**config.mk**
```make
export PLATFORM = sky130hd
export DESIGN_NAME = alu_arbiter
export DESIGN_NICKNAME = d
export VERILOG_FILES = /design/src/rtl/alu_arb_pkg.sv /design/src/rtl/rr_arbiter.sv /design/src/rtl/alu_arbiter.sv
export SDC_FILE = /design/constraint.sdc
export NUM_CORES = 1
export LEC_CHECK = 0
export CAP_MARGIN = 20
export CORE_MARGIN = 3
export CORE_UTILIZATION = 40
export DETAILED_ROUTE_END_ITERATION = 10
export GPL_TIMING_DRIVEN = 1
export PLACE_DENSITY_LB_ADDON = 0.15
export SLEW_MARGIN = 20
export SYNTH_ARGS = -nofsm -noshare
export SYNTH_HDL_FRONTEND = slang
export SYNTH_HIERARCHICAL = 1
export SYNTH_SLANG_ARGS = --single-unit
```
**constraint.sdc**
```tcl
create_clock -name i_clk -period 2 [get_ports i_clk]
set_input_delay 0.4 -clock i_clk [delete_from_list [all_inputs] [get_ports i_clk]]
set_output_delay 0.4 -clock i_clk [all_outputs]
set_load 0.02 [all_outputs]
```
**src/rtl/alu_arb_pkg.sv**
```systemverilog
// Shared types and constants for the two-requester ALU arbiter.
package alu_arb_pkg;

  localparam int unsigned N_REQ  = 2;
  localparam int unsigned NB_CNT = 4;

  typedef enum logic [1:0] {
    ST_IDLE = 2'd0,
    ST_EXEC = 2'd1,
    ST_RESP = 2'd2
  } state_e;

  // MIPS-style function codes, shared with benches driving the ALU model.
  localparam logic [5:0] ALU_ADD = 6'b100000;
  localparam logic [5:0] ALU_SUB = 6'b100010;
  localparam logic [5:0] ALU_AND = 6'b100100;
  localparam logic [5:0] ALU_OR  = 6'b100101;
  localparam logic [5:0] ALU_XOR = 6'b100110;
  localparam logic [5:0] ALU_NOR = 6'b100111;

  // Index of the set bit in a 2-way one-hot vector.
  function automatic logic onehot_idx(input logic [N_REQ-1:0] oh);
    return oh[1];
  endfunction

endpackage

```
**src/rtl/rr_arbiter.sv**
```systemverilog
// Two-way round-robin picker: one-hot winner from requests and last winner.
module rr_arbiter
  import alu_arb_pkg::*;
(
  input  logic [N_REQ-1:0] req_i,
  input  logic             last_i,
  output logic [N_REQ-1:0] grant_o
);

  // On a tie the requester that did not win last time is chosen.
  always_comb begin
    grant_o = '0;
    case (req_i)
      2'b01:   grant_o = 2'b01;
      2'b10:   grant_o = 2'b10;
      2'b11:   grant_o = last_i ? 2'b01 : 2'b10;
      default: grant_o = '0;
    endcase
  end

endmodule

```
**src/rtl/alu_arbiter.sv**
```systemverilog
// Arbitrates two requesters onto a shared ALU with fixed latency.
module alu_arbiter
  import alu_arb_pkg::*;
#(
  parameter int NB_DATA     = 8,
  parameter int NB_ALU_OP   = 6,
  parameter int ALU_LATENCY = 0
) (
  input  logic                     i_clk,
  input  logic                     i_reset,
  input  logic [1:0]               i_req,
  input  logic [2*NB_DATA-1:0]     i_data_A,
  input  logic [2*NB_DATA-1:0]     i_data_B,
  input  logic [2*NB_ALU_OP-1:0]   i_op,
  output logic [1:0]               o_grant,
  output logic [1:0]               o_resp_valid,
  output logic [NB_DATA-1:0]       o_result,
  output logic [NB_DATA-1:0]       o_alu_data_A,
  output logic [NB_DATA-1:0]       o_alu_data_B,
  output logic [NB_ALU_OP-1:0]     o_alu_op,
  input  logic [NB_DATA-1:0]       i_alu_data_in,
  output logic                     o_busy
);

  state_e                 state_q, state_d;
  logic [NB_CNT-1:0]      cnt_q, cnt_d;
  logic                   last_q, last_d;
  logic                   winner_q, winner_d;
  logic [N_REQ-1:0]       grant_q, grant_d;
  logic [N_REQ-1:0]       resp_q, resp_d;
  logic [NB_DATA-1:0]     result_q, result_d;
  logic [NB_DATA-1:0]     alu_a_q, alu_a_d;
  logic [NB_DATA-1:0]     alu_b_q, alu_b_d;
  logic [NB_ALU_OP-1:0]   alu_op_q, alu_op_d;
  logic                   busy_q, busy_d;
  logic [N_REQ-1:0]       pick;
  logic                   pick_idx;

  rr_arbiter u_rr (
    .req_i   (i_req),
    .last_i  (last_q),
    .grant_o (pick)
  );

  assign pick_idx = onehot_idx(pick);

  // State and output registers; pointer resets to 1 so requester 0 wins the first tie.
  always_ff @(posedge i_clk or posedge i_reset) begin
    if (i_reset) begin
      state_q  <= ST_IDLE;
      cnt_q    <= '0;
      last_q   <= 1'b1;
      winner_q <= 1'b0;
      grant_q  <= '0;
      resp_q   <= '0;
      result_q <= '0;
      alu_a_q  <= '0;
      alu_b_q  <= '0;
      alu_op_q <= '0;
      busy_q   <= 1'b0;
    end else begin
      state_q  <= state_d;
      cnt_q    <= cnt_d;
      last_q   <= last_d;
      winner_q <= winner_d;
      grant_q  <= grant_d;
      resp_q   <= resp_d;
      result_q <= result_d;
      alu_a_q  <= alu_a_d;
      alu_b_q  <= alu_b_d;
      alu_op_q <= alu_op_d;
      busy_q   <= busy_d;
    end
  end

  // Next state; grant/resp pulses are computed one state early so they land registered.
  always_comb begin
    state_d  = state_q;
    cnt_d    = cnt_q;
    last_d   = last_q;
    winner_d = winner_q;
    grant_d  = '0;
    resp_d   = '0;
    result_d = result_q;
    alu_a_d  = alu_a_q;
    alu_b_d  = alu_b_q;
    alu_op_d = alu_op_q;
    case (state_q)
      ST_IDLE: begin
        if (|i_req) begin
          state_d  = ST_EXEC;
          grant_d  = pick;
          winner_d = pick_idx;
          last_d   = pick_idx;
          cnt_d    = NB_CNT'(ALU_LATENCY);
          alu_a_d  = pick_idx ? i_data_A[NB_DATA +: NB_DATA] : i_data_A[0 +: NB_DATA];
          alu_b_d  = pick_idx ? i_data_B[NB_DATA +: NB_DATA] : i_data_B[0 +: NB_DATA];
          alu_op_d = pick_idx ? i_op[NB_ALU_OP +: NB_ALU_OP] : i_op[0 +: NB_ALU_OP];
        end
      end
      ST_EXEC: begin
        if (cnt_q == '0) begin
          state_d  = ST_RESP;
          result_d = i_alu_data_in;
          resp_d   = winner_q ? 2'b10 : 2'b01;
        end else begin
          cnt_d = cnt_q - NB_CNT'(1);
        end
      end
      ST_RESP: state_d = ST_IDLE;
      default: state_d = ST_IDLE;
    endcase
    busy_d = (state_d != ST_IDLE);
  end

  assign o_grant      = grant_q;
  assign o_resp_valid = resp_q;
  assign o_result     = result_q;
  assign o_alu_data_A = alu_a_q;
  assign o_alu_data_B = alu_b_q;
  assign o_alu_op     = alu_op_q;
  assign o_busy       = busy_q;

endmodule

```
==> flow_results.xml <==
<?xml version="1.0" encoding="UTF-8"?>
<metrics>
  <group name="sta">
    <metric name="tightest_slew" unit="ns">0.5245</metric>
    <metric name="final.setup.tns" unit="ns">0</metric>
    <metric name="rsz0062_at_grt" unit="">false</metric>
    <metric name="final-setup-viol-count" unit="">0</metric>
    <metric name="period_needed" unit="ns">1.663</metric>
    <metric name="relSlewSlack" unit="%">64.81</metric>
    <metric name="report.final.hold_viol_count" unit="">0</metric>
    <metric name="clock.fmax" unit="MHz">601.5</metric>
    <metric name="finClkSkew" unit="ns">0.002194</metric>
    <metric name="maxSlewViolCount" unit="">0</metric>
    <metric name="period_share" unit="%">83.13</metric>
    <metric name="final.setup.worst_slack" unit="ns">0.3375</metric>
  </group>
  <group name="logic_synthesis">
    <metric name="proportion_of_synthesized_chip_area_in_sequential_cells" unit="%">57.48</metric>
    <metric name="per_instance_average_area_after_synthesis" unit="µm²">11.50</metric>
    <metric name="post-synth-top-area-fraction" unit="%">56.07</metric>
    <metric name="synthDistinctLibCells" unit="">30</metric>
    <metric name="flip_flop_and_latch_count_after_synthesis" unit="">43</metric>
    <metric name="cell_types_occupying_the_most_area_after_synthesis" unit="">sky130_fd_sc_hd__dfrtp_1 56%, sky130_fd_sc_hd__mux2i_1 13%, sky130_fd_sc_hd__nand2_1 5.8%</metric>
    <metric name="post_synth_instance_area" unit="mm²">0.001874</metric>
    <metric name="synthCells" unit="">163</metric>
    <metric name="post-synth-top-area-cell" unit="">sky130_fd_sc_hd__dfrtp_1</metric>
    <metric name="synth.yosys.warnings" unit="">6</metric>
    <metric name="syn-num-nets" unit="">220</metric>
  </group>
  <group name="drt">
    <metric name="postRouteWirelength" unit="µm">4138</metric>
    <metric name="vias_per_cell" unit="">4.743</metric>
    <metric name="drtPass1Iterations" unit="">4</metric>
    <metric name="antenna_left" unit="">0</metric>
    <metric name="vias" unit="">1475</metric>
    <metric name="iteration_0_drc_markers" unit="">95</metric>
    <metric name="drc_errors" unit="">0</metric>
    <metric name="detail_route.wl_per_cell" unit="µm">13.31</metric>
  </group>
  <group name="hold_path">
    <metric name="hold_class" unit="">primary input to asynchronous set/reset pin</metric>
  </group>
  <group name="critical_path">
    <metric name="rr_startpoint" unit="">cnt_q[0]$_DFFE_PP0P_</metric>
    <metric name="reg2reg_slack" unit="ns">0.43</metric>
    <metric name="worst-path-max-fanout" unit="">2</metric>
    <metric name="criticalPathCategory" unit="">register to output pin</metric>
    <metric name="critPathCaptureType" unit="">output pin</metric>
    <metric name="crit_buf_inv" unit="">1</metric>
    <metric name="startpoint_type" unit="">register</metric>
    <metric name="critical_path.cell_chain" unit="">clkdlybuf4s50_1</metric>
    <metric name="critical_path_s_slowest_cell" unit="">sky130_fd_sc_hd__clkdlybuf4s50_1</metric>
    <metric name="worst_path_largest_cell_delay" unit="ns">0.62</metric>
    <metric name="rr_worst_depth" unit="">5</metric>
    <metric name="timing.rr.end" unit="">o_result[5]$_DFFE_PP0P_</metric>
    <metric name="cp.required" unit="ns">1.60</metric>
    <metric name="crit_path_leading_delay_family" unit="">buffers and inverters</metric>
    <metric name="worstPathArrival" unit="ns">1.26</metric>
  </group>
  <group name="finish">
    <metric name="area.sequential" unit="mm²">0.001077</metric>
    <metric name="multi_input_comb_area" unit="µm²">737.0</metric>
    <metric name="num-fill-cells" unit="">370</metric>
    <metric name="drive_gt1_share" unit="%">10.81</metric>
    <metric name="area_growth" unit="%">59.48</metric>
    <metric name="stdcell_count" unit="">311</metric>
    <metric name="layout_utilization" unit="%">67.26</metric>
    <metric name="antenna_cells" unit="">0</metric>
    <metric name="final_net_count" unit="">315</metric>
  </group>
  <group name="placed_design">
    <metric name="dp.cells" unit="">303</metric>
    <metric name="placement.setup.worst_slack" unit="ns">0.1654</metric>
    <metric name="place.gp.congestion" unit="">0.7314</metric>
    <metric name="hpwlAfterDp" unit="µm">3156</metric>
    <metric name="portBuffers" unit="">90</metric>
  </group>
  <group name="clocking">
    <metric name="cts_hold_repair.buffers" unit="">0</metric>
    <metric name="post_cts.repair.setup_buffers" unit="">0</metric>
    <metric name="clk-insertion-delay-late" unit="ns">0.29</metric>
    <metric name="tritoncts" unit="">built</metric>
    <metric name="clock-root-buffer" unit="">sky130_fd_sc_hd__clkbuf_8</metric>
    <metric name="path_clk_slew" unit="ns">0.08</metric>
    <metric name="cts.sink_count" unit="">43</metric>
    <metric name="clk_path_buf_depth" unit="">2</metric>
    <metric name="cts_made_buffers" unit="">5</metric>
    <metric name="cts_repair_resize_count" unit="">0</metric>
    <metric name="clock_tree.htree_level_count" unit="">2</metric>
  </group>
  <group name="status">
    <metric name="status" unit="">complete, no violations</metric>
  </group>
  <group name="pwr">
    <metric name="power.leakage" unit="nW">1.353</metric>
    <metric name="power-per-cell-area" unit="mW/mm²">1410</metric>
    <metric name="peakVddDrop" unit="µV">778.4</metric>
    <metric name="finalPower" unit="mW">4.214</metric>
  </group>
  <group name="global_routing">
    <metric name="gr-total-overflow" unit="">0</metric>
    <metric name="grt_start_max_net_pins" unit="">49</metric>
    <metric name="grt_pass1_wl" unit="µm">6782</metric>
    <metric name="grt_util_all_layers" unit="%">16.19</metric>
    <metric name="number_of_antenna_violations_at_the_first_check_in_global_routing" unit="">0</metric>
    <metric name="grt_pass1_vias" unit="">1511</metric>
  </group>
  <group name="die">
    <metric name="fp.coreArea" unit="mm²">0.004444</metric>
    <metric name="num_rows" unit="">24</metric>
    <metric name="initial_core_util" unit="%">42.17</metric>
    <metric name="die-area" unit="mm²">0.005543</metric>
    <metric name="die_width" unit="µm">74.45</metric>
    <metric name="num_io_pins" unit="">91</metric>
    <metric name="floorplan.die.height" unit="µm">74.45</metric>
  </group>
  <group name="job">
    <metric name="maxCapViolCount" unit="">0</metric>
  </group>
</metrics>
[worst max-delay path by stage]
stage | endpoint | slack (ns) | start | cells after the start
final | o_alu_op[4] | 0.34 | o_alu_op[4]$_DFFE_PP0P_ | 1
after global routing | o_alu_op[4] | 0.27 | o_alu_op[4]$_DFFE_PP0P_ | 1
after CTS | o_alu_data_B[1] | 0.32 | o_alu_data_B[1]$_DFFE_PP0P_ | 1
after detailed placement | cnt_q[2]$_DFFE_PP0P_ | 0.17 | i_req[0] | 5
after global placement | cnt_q[2]$_DFFE_PP0P_ | 0.21 | i_req[0] | 5
after floorplan | o_result[0]$_DFFE_PP0P_ | 0.58 | cnt_q[0]$_DFFE_PP0P_ | 5
[power by group]
part	switching, mW	internal, mW	leakage [nW]
Combinational	1.05	1.07	0.773
Sequential	0.224	1.28	0.529
Clock	0.277	0.315	0.0515
Total	1.55	2.66	1.35
[cells by family after synthesis]
logic type	count (synthesis)	synth area share [%]
simple gates	42	10.81
buf+inv	15	3.805
compound gates	30	9.613
mux	32	17.62
flops	43	57.48
fa+ha+maj	1	0.6675
[registers in the layout, indices dropped and copies added, names as in the netlist, 2 cells and up]
name / flops
o_alu_data_A: 8
o_result: 8
cnt_q: 4
o_alu_data_B: 8
o_grant: 2
o_alu_op: 6
o_resp_valid: 2
state_q: 2
[cells in the final DEF (no fill, tap or decap), types with 2 or more instances in the layout]
cell type,netlist,layout
sky130_fd_sc_hd__clkbuf_8,0,7
sky130_fd_sc_hd__o21ai_1,3,3
sky130_fd_sc_hd__clkdlybuf4s50_1,0,90
sky130_fd_sc_hd__buf_12,0,3
sky130_fd_sc_hd__o21ai_0,19,19
sky130_fd_sc_hd__mux2i_1,24,24
sky130_fd_sc_hd__nand2b_1,2,2
sky130_fd_sc_hd__nand2_1,29,29
sky130_fd_sc_hd__buf_4,0,3
sky130_fd_sc_hd__inv_1,7,6
sky130_fd_sc_hd__dfrtp_1,42,42
sky130_fd_sc_hd__mux2_2,8,8
sky130_fd_sc_hd__nor2_1,3,3
[metal layers]
metal  up-vias  global-route usage, %  part of all wire (%)
li1        736                      -                     -
met3         6                  5.135                   5.8
met4         0                  5.929                   1.4
met1       689                  19.81                    43
met2        44                  26.83                    50
met5         -                      0                     0
[cells in the mapped netlist]
| cell | count |
|---|---|
| sky130_fd_sc_hd__mux2_2 | 8 |
| sky130_fd_sc_hd__ha_1 | 1 |
| sky130_fd_sc_hd__clkbuf_1 | 1 |
| sky130_fd_sc_hd__and3_1 | 1 |
| sky130_fd_sc_hd__nand3_1 | 1 |
| sky130_fd_sc_hd__dfstp_2 | 1 |
| sky130_fd_sc_hd__nor2_1 | 3 |
| sky130_fd_sc_hd__o21ai_1 | 3 |
| sky130_fd_sc_hd__buf_6 | 1 |
| sky130_fd_sc_hd__nand2_4 | 1 |
| sky130_fd_sc_hd__dfrtp_1 | 42 |
| sky130_fd_sc_hd__mux2i_1 | 24 |
| sky130_fd_sc_hd__a21o_1 | 1 |
| sky130_fd_sc_hd__and2_1 | 1 |
| sky130_fd_sc_hd__nand2b_1 | 2 |
| sky130_fd_sc_hd__o21a_1 | 1 |
| sky130_fd_sc_hd__nor3b_4 | 1 |
| sky130_fd_sc_hd__buf_2 | 6 |
| sky130_fd_sc_hd__a211oi_4 | 1 |
| sky130_fd_sc_hd__a21boi_1 | 1 |
| sky130_fd_sc_hd__a21boi_0 | 1 |
| sky130_fd_sc_hd__o22ai_1 | 1 |
| sky130_fd_sc_hd__and2b_1 | 1 |
| sky130_fd_sc_hd__a21oi_1 | 1 |
| sky130_fd_sc_hd__inv_1 | 7 |
| sky130_fd_sc_hd__nor3_2 | 1 |
| sky130_fd_sc_hd__nand2_1 | 29 |
| sky130_fd_sc_hd__o21ai_2 | 1 |
| sky130_fd_sc_hd__o21ai_0 | 19 |
| sky130_fd_sc_hd__nor3_1 | 1 |
[per-stage QoR]
stage                     area [µm²]  hold WS (ns)
after CTS                       2989        0.3864
after global placement          2889        0.4600
after detailed placement        2889        0.4696
final                           2989        0.3861
after floorplan                 1874        0.4171
after global routing            2989        0.3982
[cell type report]
class | count | area share, %
timing repair buffer | 96 | 32.90
clock buffer | 8 | 3.349
sequential | 43 | 36.04
tap | 52 | 2.177
multi-input combinational | 105 | 24.65
inverter | 7 | 0.8790
No activity file was read; power rests on OpenSTA's default activity.
